**src/rtl/tile_flip_pkg.sv**
```systemverilog
// -----------------------------------------------------------------------------
// tile_flip_pkg
// Shared types and helpers for the tile-flip game controller.
//   - state_e        : session FSM states (home / load / play / win)
//   - calc_lvl_w()   : width of the level register, never below 1 bit
//   - calc_idx_w()   : width of a tile index, never below 1 bit
//   - DEF_*          : default grid geometry and counter width
// -----------------------------------------------------------------------------
package tile_flip_pkg;

  localparam int DEF_ROWS       = 4;
  localparam int DEF_COLS       = 4;
  localparam int DEF_NUM_LEVELS = 4;
  localparam int DEF_MOVE_W     = 8;

  typedef enum logic [1:0] {
    IDLE = 2'd0,
    LOAD = 2'd1,
    PLAY = 2'd2,
    WON  = 2'd3
  } state_e;

  // A single level (or a single tile) still needs one bit to carry its index.
  function automatic int calc_lvl_w(input int numLevels);
    return (numLevels <= 1) ? 1 : $clog2(numLevels);
  endfunction

  function automatic int calc_idx_w(input int numTiles);
    return (numTiles <= 1) ? 1 : $clog2(numTiles);
  endfunction

endpackage

```
**src/rtl/flip_mask_gen.sv**
```systemverilog
// -----------------------------------------------------------------------------
// flip_mask_gen
// Purely combinational "lights-out" neighbour mask for a ROWS x COLS grid.
// Tile index is row*COLS + col. The mask holds the selected tile plus its
// orthogonal neighbours; nothing wraps across rows or grid edges.
// Ports:
//   idx_i  : tile index to flip
//   mask_o : one bit per tile, 1 = this tile toggles
// An index outside the grid yields an all-zero mask.
// -----------------------------------------------------------------------------
module flip_mask_gen
  import tile_flip_pkg::*;
#(
  parameter int ROWS = DEF_ROWS,
  parameter int COLS = DEF_COLS,
  localparam int NUM_TILES = ROWS * COLS,
  localparam int IDX_W     = calc_idx_w(NUM_TILES)
) (
  input  logic [IDX_W-1:0]     idx_i,
  output logic [NUM_TILES-1:0] mask_o
);

  // Built tile by tile: tile t toggles when idx is t itself or one of t's
  // in-grid neighbours. Neighbourhood is symmetric, so this equals the mask
  // "around idx", but the row/column of every t is a constant here and no
  // divider on idx is needed. The row/column guards stop edge wrap-around,
  // and an out-of-range idx never matches any in-grid tile.
  always_comb begin
    mask_o = '0;
    for (int t = 0; t < NUM_TILES; t++) begin
      mask_o[t] = (int'(idx_i) == t)
               || (((t / COLS) > 0)        && (int'(idx_i) == t - COLS))
               || (((t / COLS) < ROWS - 1) && (int'(idx_i) == t + COLS))
               || (((t % COLS) > 0)        && (int'(idx_i) == t - 1))
               || (((t % COLS) < COLS - 1) && (int'(idx_i) == t + 1));
    end
  end

endmodule

```
**src/rtl/tile_flip_ctrl.sv**
```systemverilog
// -----------------------------------------------------------------------------
// tile_flip_ctrl
// Game-session controller for the tile-flip game on a ROWS x COLS grid.
// Runs the home/load/play/win session FSM, applies lights-out flips and keeps
// a saturating move counter. Every output comes from a register or from the
// registered state, so no input reaches an output combinationally.
// Ports:
//   clk_i           : system clock
//   reset_ni        : asynchronous active-low reset
//   level_req_i     : debounced level-select pulses, one bit per level
//   abort_i         : return to the home screen
//   level_pattern_i : start pattern of the level currently on level_o
//   flip_valid_i    : flip request
//   flip_idx_i      : tile to flip (row*COLS + col)
//   flip_ready_o    : flip accepted when flip_valid_i && flip_ready_o
//   tiles_o         : current tile states, 1 = lit
//   level_o         : selected level
//   playing_o       : high in PLAY
//   won_o           : high in WON
//   move_count_o    : accepted flips this session, saturating
// -----------------------------------------------------------------------------
module tile_flip_ctrl
  import tile_flip_pkg::*;
#(
  parameter int ROWS       = DEF_ROWS,
  parameter int COLS       = DEF_COLS,
  parameter int NUM_LEVELS = DEF_NUM_LEVELS,
  parameter int MOVE_W     = DEF_MOVE_W,
  localparam int NUM_TILES = ROWS * COLS,
  localparam int LVL_W     = calc_lvl_w(NUM_LEVELS),
  localparam int IDX_W     = calc_idx_w(NUM_TILES)
) (
  input  logic                  clk_i,
  input  logic                  reset_ni,
  input  logic [NUM_LEVELS-1:0] level_req_i,
  input  logic                  abort_i,
  input  logic [NUM_TILES-1:0]  level_pattern_i,
  input  logic                  flip_valid_i,
  input  logic [IDX_W-1:0]      flip_idx_i,
  output logic                  flip_ready_o,
  output logic [NUM_TILES-1:0]  tiles_o,
  output logic [LVL_W-1:0]      level_o,
  output logic                  playing_o,
  output logic                  won_o,
  output logic [MOVE_W-1:0]     move_count_o
);

  state_e               state_q, state_d;
  logic [NUM_TILES-1:0] tiles_q, tiles_d;
  logic [LVL_W-1:0]     level_q, level_d;
  logic [MOVE_W-1:0]    move_q, move_d;

  logic [NUM_TILES-1:0] flipMask;
  logic [LVL_W-1:0]     reqIdx;
  logic                 idxInGrid;

  flip_mask_gen #(
    .ROWS (ROWS),
    .COLS (COLS)
  ) u_mask (
    .idx_i  (flip_idx_i),
    .mask_o (flipMask)
  );

  // Lowest set level_req bit wins when several buttons are pressed at once:
  // scanning from the top down lets the lowest index overwrite the others.
  always_comb begin
    reqIdx = '0;
    for (int i = NUM_LEVELS - 1; i >= 0; i--) begin
      if (level_req_i[i]) begin
        reqIdx = LVL_W'(i);
      end
    end
  end

  // Indices past the last tile still complete the handshake but change
  // nothing; only meaningful when NUM_TILES is not a power of two.
  always_comb begin
    idxInGrid = int'(flip_idx_i) < NUM_TILES;
  end

  // Session FSM and datapath next-state. abort overrides everything else in
  // the same cycle and deliberately keeps tiles, level and move count so the
  // last score stays on screen. The win check looks at the registered tiles,
  // so a flip arriving in the cycle the board is already clear is still
  // applied while the FSM moves to WON.
  always_comb begin
    state_d = state_q;
    tiles_d = tiles_q;
    level_d = level_q;
    move_d  = move_q;
    if (abort_i) begin
      state_d = IDLE;
    end else begin
      case (state_q)
        IDLE, WON: begin
          if (|level_req_i) begin
            level_d = reqIdx;
            state_d = LOAD;
          end
        end
        LOAD: begin
          tiles_d = level_pattern_i;
          move_d  = '0;
          state_d = PLAY;
        end
        PLAY: begin
          if (tiles_q == '0) begin
            state_d = WON;
          end
          if (flip_valid_i && idxInGrid) begin
            tiles_d = tiles_q ^ flipMask;
            move_d  = (move_q == '1) ? move_q : move_q + MOVE_W'(1);
          end
        end
        default: state_d = IDLE;
      endcase
    end
  end

  // State and datapath registers, cleared asynchronously.
  always_ff @(posedge clk_i or negedge reset_ni) begin
    if (!reset_ni) begin
      state_q <= IDLE;
      tiles_q <= '0;
      level_q <= '0;
      move_q  <= '0;
    end else begin
      state_q <= state_d;
      tiles_q <= tiles_d;
      level_q <= level_d;
      move_q  <= move_d;
    end
  end

  // Status outputs decoded from the registered state only.
  always_comb begin
    flip_ready_o = (state_q == PLAY);
    playing_o    = (state_q == PLAY);
    won_o        = (state_q == WON);
    tiles_o      = tiles_q;
    level_o      = level_q;
    move_count_o = move_q;
  end

endmodule

```
**config.mk**
```make
export PLATFORM = sky130hd
export DESIGN_NAME = tile_flip_ctrl
export DESIGN_NICKNAME = d
export VERILOG_FILES = /design/src/rtl/tile_flip_pkg.sv /design/src/rtl/flip_mask_gen.sv /design/src/rtl/tile_flip_ctrl.sv
export SDC_FILE = /design/constraint.sdc
export NUM_CORES = 1
export LEC_CHECK = 0
export CORE_MARGIN = 2
export CORE_UTILIZATION = 50
export CTS_CLUSTER_DIAMETER = 120
export DETAILED_ROUTE_END_ITERATION = 8
export PLACE_DENSITY = 0.93
export SKIP_CTS_REPAIR_TIMING = 1
export SYNTH_ARGS = -nofsm -noshare
export SYNTH_HDL_FRONTEND = slang
export SYNTH_HIERARCHICAL = 1
export SYNTH_SLANG_ARGS = --single-unit
```
**constraint.sdc**
```tcl
create_clock -name clk_i -period 4 [get_ports clk_i]
set_clock_uncertainty 0.1 [all_clocks]
set_input_delay 0.8 -clock clk_i [delete_from_list [all_inputs] [get_ports clk_i]]
set_output_delay 0.8 -clock clk_i [all_outputs]
set_load 0.005 [all_outputs]
```
==> results.sh, run 1 <==
export IMPL_async_reset_ff_share_pct=100
export IMPL_syn_avg_cell_area_um2=8.69
export IMPL_synth_top_area_share_pct=36.2
export IMPL_antenna_cells=0
export IMPL_tns_ns=0
export IMPL_synth_cell_types=47
export IMPL_critPathKind="primary input to flop"
export IMPL_hold_viol_final=0
export IMPL_synth_common_cells="dfrtp_1, nand2_1, nor3_1"
export IMPL_cp_start_kind="primary input"
export IMPL_synthTopCellsByArea="dfrtp_1, o221a_1, nor3_1"
export IMPL_die_h_um=66.2
export IMPL_grt_util_met3_pct=2.73
export IMPL_synth_most_common_cell="dfrtp_1"
export IMPL_wirelength_um=4970
export IMPL_setup_viol=0
export IMPL_syn_inst=223
export IMPL_ys_seq_elements=28
export IMPL_dr_pass1_iters=5
export IMPL_drc_errors=0
export IMPL_synth_edf_count=0
export IMPL_met1_usage_pct=31.3
export IMPL_met2_usage_pct=43.8
export IMPL_cts_max_path_buffers=2
export IMPL_final_nets=304
export IMPL_portBuffers=56
export IMPL_grtUsageTotal_pct=24.7
export IMPL_post_drt_wl_per_cell_um=15.6
export IMPL_h_tree_depth=1
export IMPL_core_rowCount=22
export IMPL_finalWeightedCongestion=0.948
export IMPL_leakagePower_nw=0.941
export IMPL_dpl_hpwl_um=3550
export IMPL_drv_slew=0
export IMPL_synth_area_leader_cell="dfrtp_1"
export IMPL_tightest_slew_ns=0.743
export IMPL_ant_nets=0
export IMPL_max_cap_viol_count=0
export IMPL_finalCriticalPeriod_ns=2.70
export IMPL_syn_num_nets=255
export IMPL_synth_area_um2=1940
export IMPL_status="finished clean"
export IMPL_grt_pass1_wl_um=8490
export IMPL_power_total_mw=1.54
export IMPL_post_route_period_util_pct=67.5
export IMPL_max_freq_mhz=370
export IMPL_grt_pass1_vias=1822
export IMPL_worstPathMaxFanout=23
export IMPL_antenna_found_initial=0
export IMPL_grt_overflow_total=0
export IMPL_end_kind="flop"
export IMPL_hp_class="flop to flop"
export IMPL_ys_seq_area_share_pct=36.2
export IMPL_syn_to_final_growth_pct=29.8
export IMPL_drive_gt1_share_pct=6.64
export IMPL_cts_tree="built"
export IMPL_cts_clk_slew_worst_paths_ns=0.09
export IMPL_grt_busiest_layer="met2"
export IMPL_viasPerCell=6.22
export IMPL_crit_family="simple AND/OR/NAND/NOR gates"
export IMPL_vias=1983
export IMPL_slowest_delay_ns=0.53
export IMPL_die_area_um2=4390
export IMPL_slowest_stage="or2_1"
export IMPL_rsz0062_at_grt="false"
export IMPL_yosys_most_used_dff="dfrtp_1"
export IMPL_yosys_warnings=6
export IMPL_crit_required_ns=4.07
export IMPL_dr_first_iter_drc_count=225
export IMPL_cts_sinks=28
export IMPL_powerDensity_nw_per_um2=612
export IMPL_critPathBufInv=1
export IMPL_cp_arrival_ns=2.77
export IMPL_relSlewSlack_pct=50.4
export IMPL_initial_core_util_pct=52.5
export IMPL_peakVddDrop_v=0.000371
export IMPL_design_core_area_um2=3690
export IMPL_crit_chain="clkdlybuf4s50_1 > or2_1 > nor2_8 > nand2_2 > o221a_1"
export IMPL_die_w_um=66.2
export IMPL_grt_max_degree=29
export IMPL_ios=57
export IMPL_worstSkewPairLatency_ns=0.28
export IMPL_numCtsBuffers=3
export IMPL_cts_root_buf="clkbuf_8"
## through the flow
step                util, %  setup slack (ns)  cells  hold WS (ns)  cell area, um^2
floorplan                 -              2.06    223         0.387             1940
global placement       66.7              1.07    315         0.384             2460
detailed placement     66.7             0.989    315         0.385             2460
CTS                    68.2              1.30    319         0.413             2510
global route           68.2              1.18    319         0.453             2510
finish                 68.2              1.30    319         0.414             2510
## sequential cells by signal (all words and copies together), names as in the netlist
name and count:
move_count_o 8, state_q 2, tiles_o 16, level_o 2
## where the power goes
| part | total, mW | switching, mW | internal [mW] |
|---|---|---|---|
| sequential | 0.571 | 0.167 | 0.404 |
| combinational | 0.791 | 0.342 | 0.449 |
| clock | 0.177 | 0.0885 | 0.0883 |
## final cells by class
cell class,count,area (um^2)
clock buffer,4,55.1
inverter,5,18.8
sequential,28,701
multi-input combinational,175,1100
fill,329,1170
timing repair buffer,59,583
tap,48,60.1
## routing by layer
layer  up-vias  part of all wire [%]
li1        924                     -
met1       946                    42
met2       106                    49
met3         7                   7.6
met4         0                   1.3
met5         -                     0
## cell usage in the layout, fill, tap and decap left out, types with 2 or more instances in the layout
| cell | n |
|---|---|
| nor3_1 | 23 |
| nor4_1 | 7 |
| or2_1 | 2 |
| inv_1 | 4 |
| nand2b_1 | 4 |
| a21oi_1 | 5 |
| nor2_1 | 21 |
| nand2_1 | 23 |
| clkbuf_8 | 4 |
| a41oi_1 | 2 |
| o21ai_1 | 15 |
| o21ai_0 | 11 |
| dfrtp_1 | 28 |
| clkdlybuf4s50_1 | 56 |
| nor2b_1 | 3 |
| buf_4 | 3 |
| and2_4 | 2 |
| nand3_1 | 4 |
| o221a_1 | 15 |
| and3_1 | 4 |
| o21a_1 | 5 |
| ha_1 | 4 |
| nor2_2 | 2 |
| o221ai_1 | 2 |
## cells by family (layout without fill, tap and decap cells)
kind of cell / Yosys count / after routing / synth area share, %
fa+ha+maj: 4 / 4 / 2.58
flops: 28 / 28 / 36.2
buf+inv: 20 / 68 / 7.17
simple gates: 104 / 104 / 27.8
compound gates: 65 / 65 / 25.0
mux: 2 / 2 / 1.29
## final timing paths
path | start | end | slack (ns) | depth (start not counted)
setup / recovery | abort_i | tiles_o[2]$_DFFE_PN0P_ | 1.30 | 5
hold / removal | level_o[1]$_DFFE_PN0P_ | level_o[1]$_DFFE_PN0P_ | 0.41 | 1
setup reg to reg | state_q[0]$_DFFE_PN0P_ | tiles_o[2]$_DFFE_PN0P_ | 1.51 | 6
hold reg to reg | level_o[1]$_DFFE_PN0P_ | level_o[1]$_DFFE_PN0P_ | 0.41 | 1
max in group asynchronous | reset_ni | move_count_o[2]$_DFFE_PN0P_ | 2.72 | 2
min in group asynchronous | reset_ni | tiles_o[5]$_DFFE_PN0P_ | 0.81 | 2
Power figures use the tool's default switching activity.
==> inputs of run 2 (changes only) <==
- CORE_UTILIZATION: 50 -> 43
- PLACE_DENSITY: 0.93 -> 0.86
- clock period: 4 -> 2.4 ns (I/O delays scaled with it)
==> run 2 against run 1 <==
  * First-iteration DRC count fell by 3.6%
  * Combinational power rose by 72%
  * Final area rose by 1.0%
  * Count of clock-buffer cells in the layout fell by 1
  * Routed wire length rose by 0.87%
  * Sequential share of layout area fell by 0.27 points
  * Global-route usage fell by 4.1 points
  * Largest cell class unchanged
  * Flip-flop and latch count did not move
  * Register-to-register slack got worse by 1.2 ns
  * Non-clock buffer count rose by 4
  * Clock power rose by 46%
  * Setup slack got worse by 1.2 ns
==> results.sh, run 2 (synthesis gave the netlist of run 1 again) <==
export IMPL_status="finished clean"
export IMPL_slowest_delay_ns=0.54
export IMPL_tns_ns=0
export IMPL_crit_family="buffers and inverters"
export IMPL_slowest_stage="clkdlybuf4s50_1"
export IMPL_powerDensity_nw_per_um2=1010
export IMPL_antenna_cells=0
export IMPL_grt_overflow_total=0
export IMPL_cts_root_buf="clkbuf_8"
export IMPL_worstPathMaxFanout=29
export IMPL_peakVddDrop_v=0.000555
export IMPL_timing_rr_start="state_q[0]$_DFFE_PN0P_"
export IMPL_grtUsageTotal_pct=20.6
export IMPL_wirelength_um=5010
export IMPL_final_cell_mix="clkdlybuf4s50_1, dfrtp_1, nand2_1, nor3_1, nor2_1"
export IMPL_cp_start_kind="flop"
export IMPL_hp_class="flop to flop"
export IMPL_cts_clk_slew_worst_paths_ns=0.09
export IMPL_hold_depth=1
export IMPL_numCtsBuffers=3
export IMPL_die_w_um=71.1
export IMPL_drv_slew=0
export IMPL_ant_nets=0
export IMPL_die_h_um=71.1
export IMPL_finalWeightedCongestion=0.954
export IMPL_critPathKind="flop to output port"
export IMPL_antenna_found_initial=0
export IMPL_design_core_area_um2=4350
export IMPL_cts_sinks=28
export IMPL_dr_first_iter_drc_count=217
export IMPL_ff2ff_setup_slack_ns=0.32
export IMPL_setup_ws_ns=0.102
export IMPL_core_rowCount=24
export IMPL_grt_max_degree=30
export IMPL_max_freq_mhz=435
export IMPL_grt_pass1_wl_um=8440
export IMPL_crit_chain="inv_1 > ha_1 > buf_6 > clkdlybuf4s50_1"
export IMPL_rsz0062_at_grt="false"
export IMPL_final_util_pct=58.3
export IMPL_viasPerCell=5.86
export IMPL_finalCriticalPeriod_ns=2.30
export IMPL_crit_required_ns=1.82
export IMPL_r2r_end="tiles_o[5]$_DFFE_PN0P_"
export IMPL_cts_tree="built"
export IMPL_cts_max_path_buffers=2
export IMPL_final_common_cell="clkdlybuf4s50_1"
export IMPL_worstSetupPathDepth=4
export IMPL_leakagePower_nw=0.955
export IMPL_cp_arrival_ns=1.72
export IMPL_critPathBufInv=3
export IMPL_drive_gt1_share_pct=7.66
export IMPL_initial_core_util_pct=44.5
export IMPL_worstRegToRegCells=7
export IMPL_tightest_slew_ns=0.588
export IMPL_ios=57
export IMPL_final_nets=308
export IMPL_die_area_um2=5060
export IMPL_post_route_period_util_pct=95.7
export IMPL_portBuffers=56
export IMPL_startpoint="state_q[0]$_DFFE_PN0P_"
export IMPL_dr_pass1_iters=4
export IMPL_vias=1910
export IMPL_relSlewSlack_pct=60.7
export IMPL_grt_pass1_vias=1824
export IMPL_setup_viol=0
export IMPL_worstSkewPairLatency_ns=0.28
export IMPL_post_drt_wl_per_cell_um=15.4
export IMPL_drc_errors=0
export IMPL_dpl_worst_slack_ns=0.0953
export IMPL_max_cap_viol_count=0
export IMPL_endpoint="playing_o"
export IMPL_power_total_mw=2.57
export IMPL_end_kind="output port"
export IMPL_h_tree_depth=1
export IMPL_largest_reg_flops=16
export IMPL_hold_viol_final=0
export IMPL_syn_to_final_growth_pct=31.1
export IMPL_dpl_hpwl_um=3610
run 2: changes by cell type in the layout (fill, tap and decap cells not counted), sizes merged:
cell	before	now
buf	3	7
clkbuf	4	3
run 2: final cells by class:
type                            instances  area [um^2]
Clock buffer                            3         41.3
Fill cell                             392         1810
Multi-Input combinational cell        175         1100
Tap cell                               52         65.1
Sequential cell                        28          701
Timing Repair Buffer                   63          617
Inverter                                5         18.8
run 2: per-layer routing:
layer	wire length, um	vias to the layer above	global-route usage [%]
met2	2420	69	36.1
li1	-	938	-
met4	38	0	3.77
met1	2250	899	26.4
met3	315	4	4.27
met5	0	-	0
run 2: worst min path at each step:
stage                                       from                endpoint
final                     level_o[1]$_DFFE_PN0P_  level_o[1]$_DFFE_PN0P_
after global routing      level_o[1]$_DFFE_PN0P_  level_o[1]$_DFFE_PN0P_
after CTS                 level_o[1]$_DFFE_PN0P_  level_o[1]$_DFFE_PN0P_
after detailed placement  level_o[1]$_DFFE_PN0P_  level_o[1]$_DFFE_PN0P_
after global placement    level_o[1]$_DFFE_PN0P_  level_o[1]$_DFFE_PN0P_
after floorplan                         reset_ni  level_o[0]$_DFFE_PN0P_
run 2: power breakdown:
part | switching [mW] | leakage [nW] | total [mW] | internal (mW)
Combinational | 0.581 | 0.591 | 1.36 | 0.781
Sequential | 0.274 | 0.342 | 0.947 | 0.673
Clock | 0.145 | 0.0216 | 0.258 | 0.113
run 2: per-stage QoR:
step	cells	hold slack [ns]	cell area, um^2
2_1_floorplan	223	0.0844	1940
3_3_place_gp	323	0.385	2490
3_5_place_dp	323	0.388	2490
4_1_cts	326	0.416	2540
5_1_grt	326	0.455	2540
6_report	326	0.403	2540
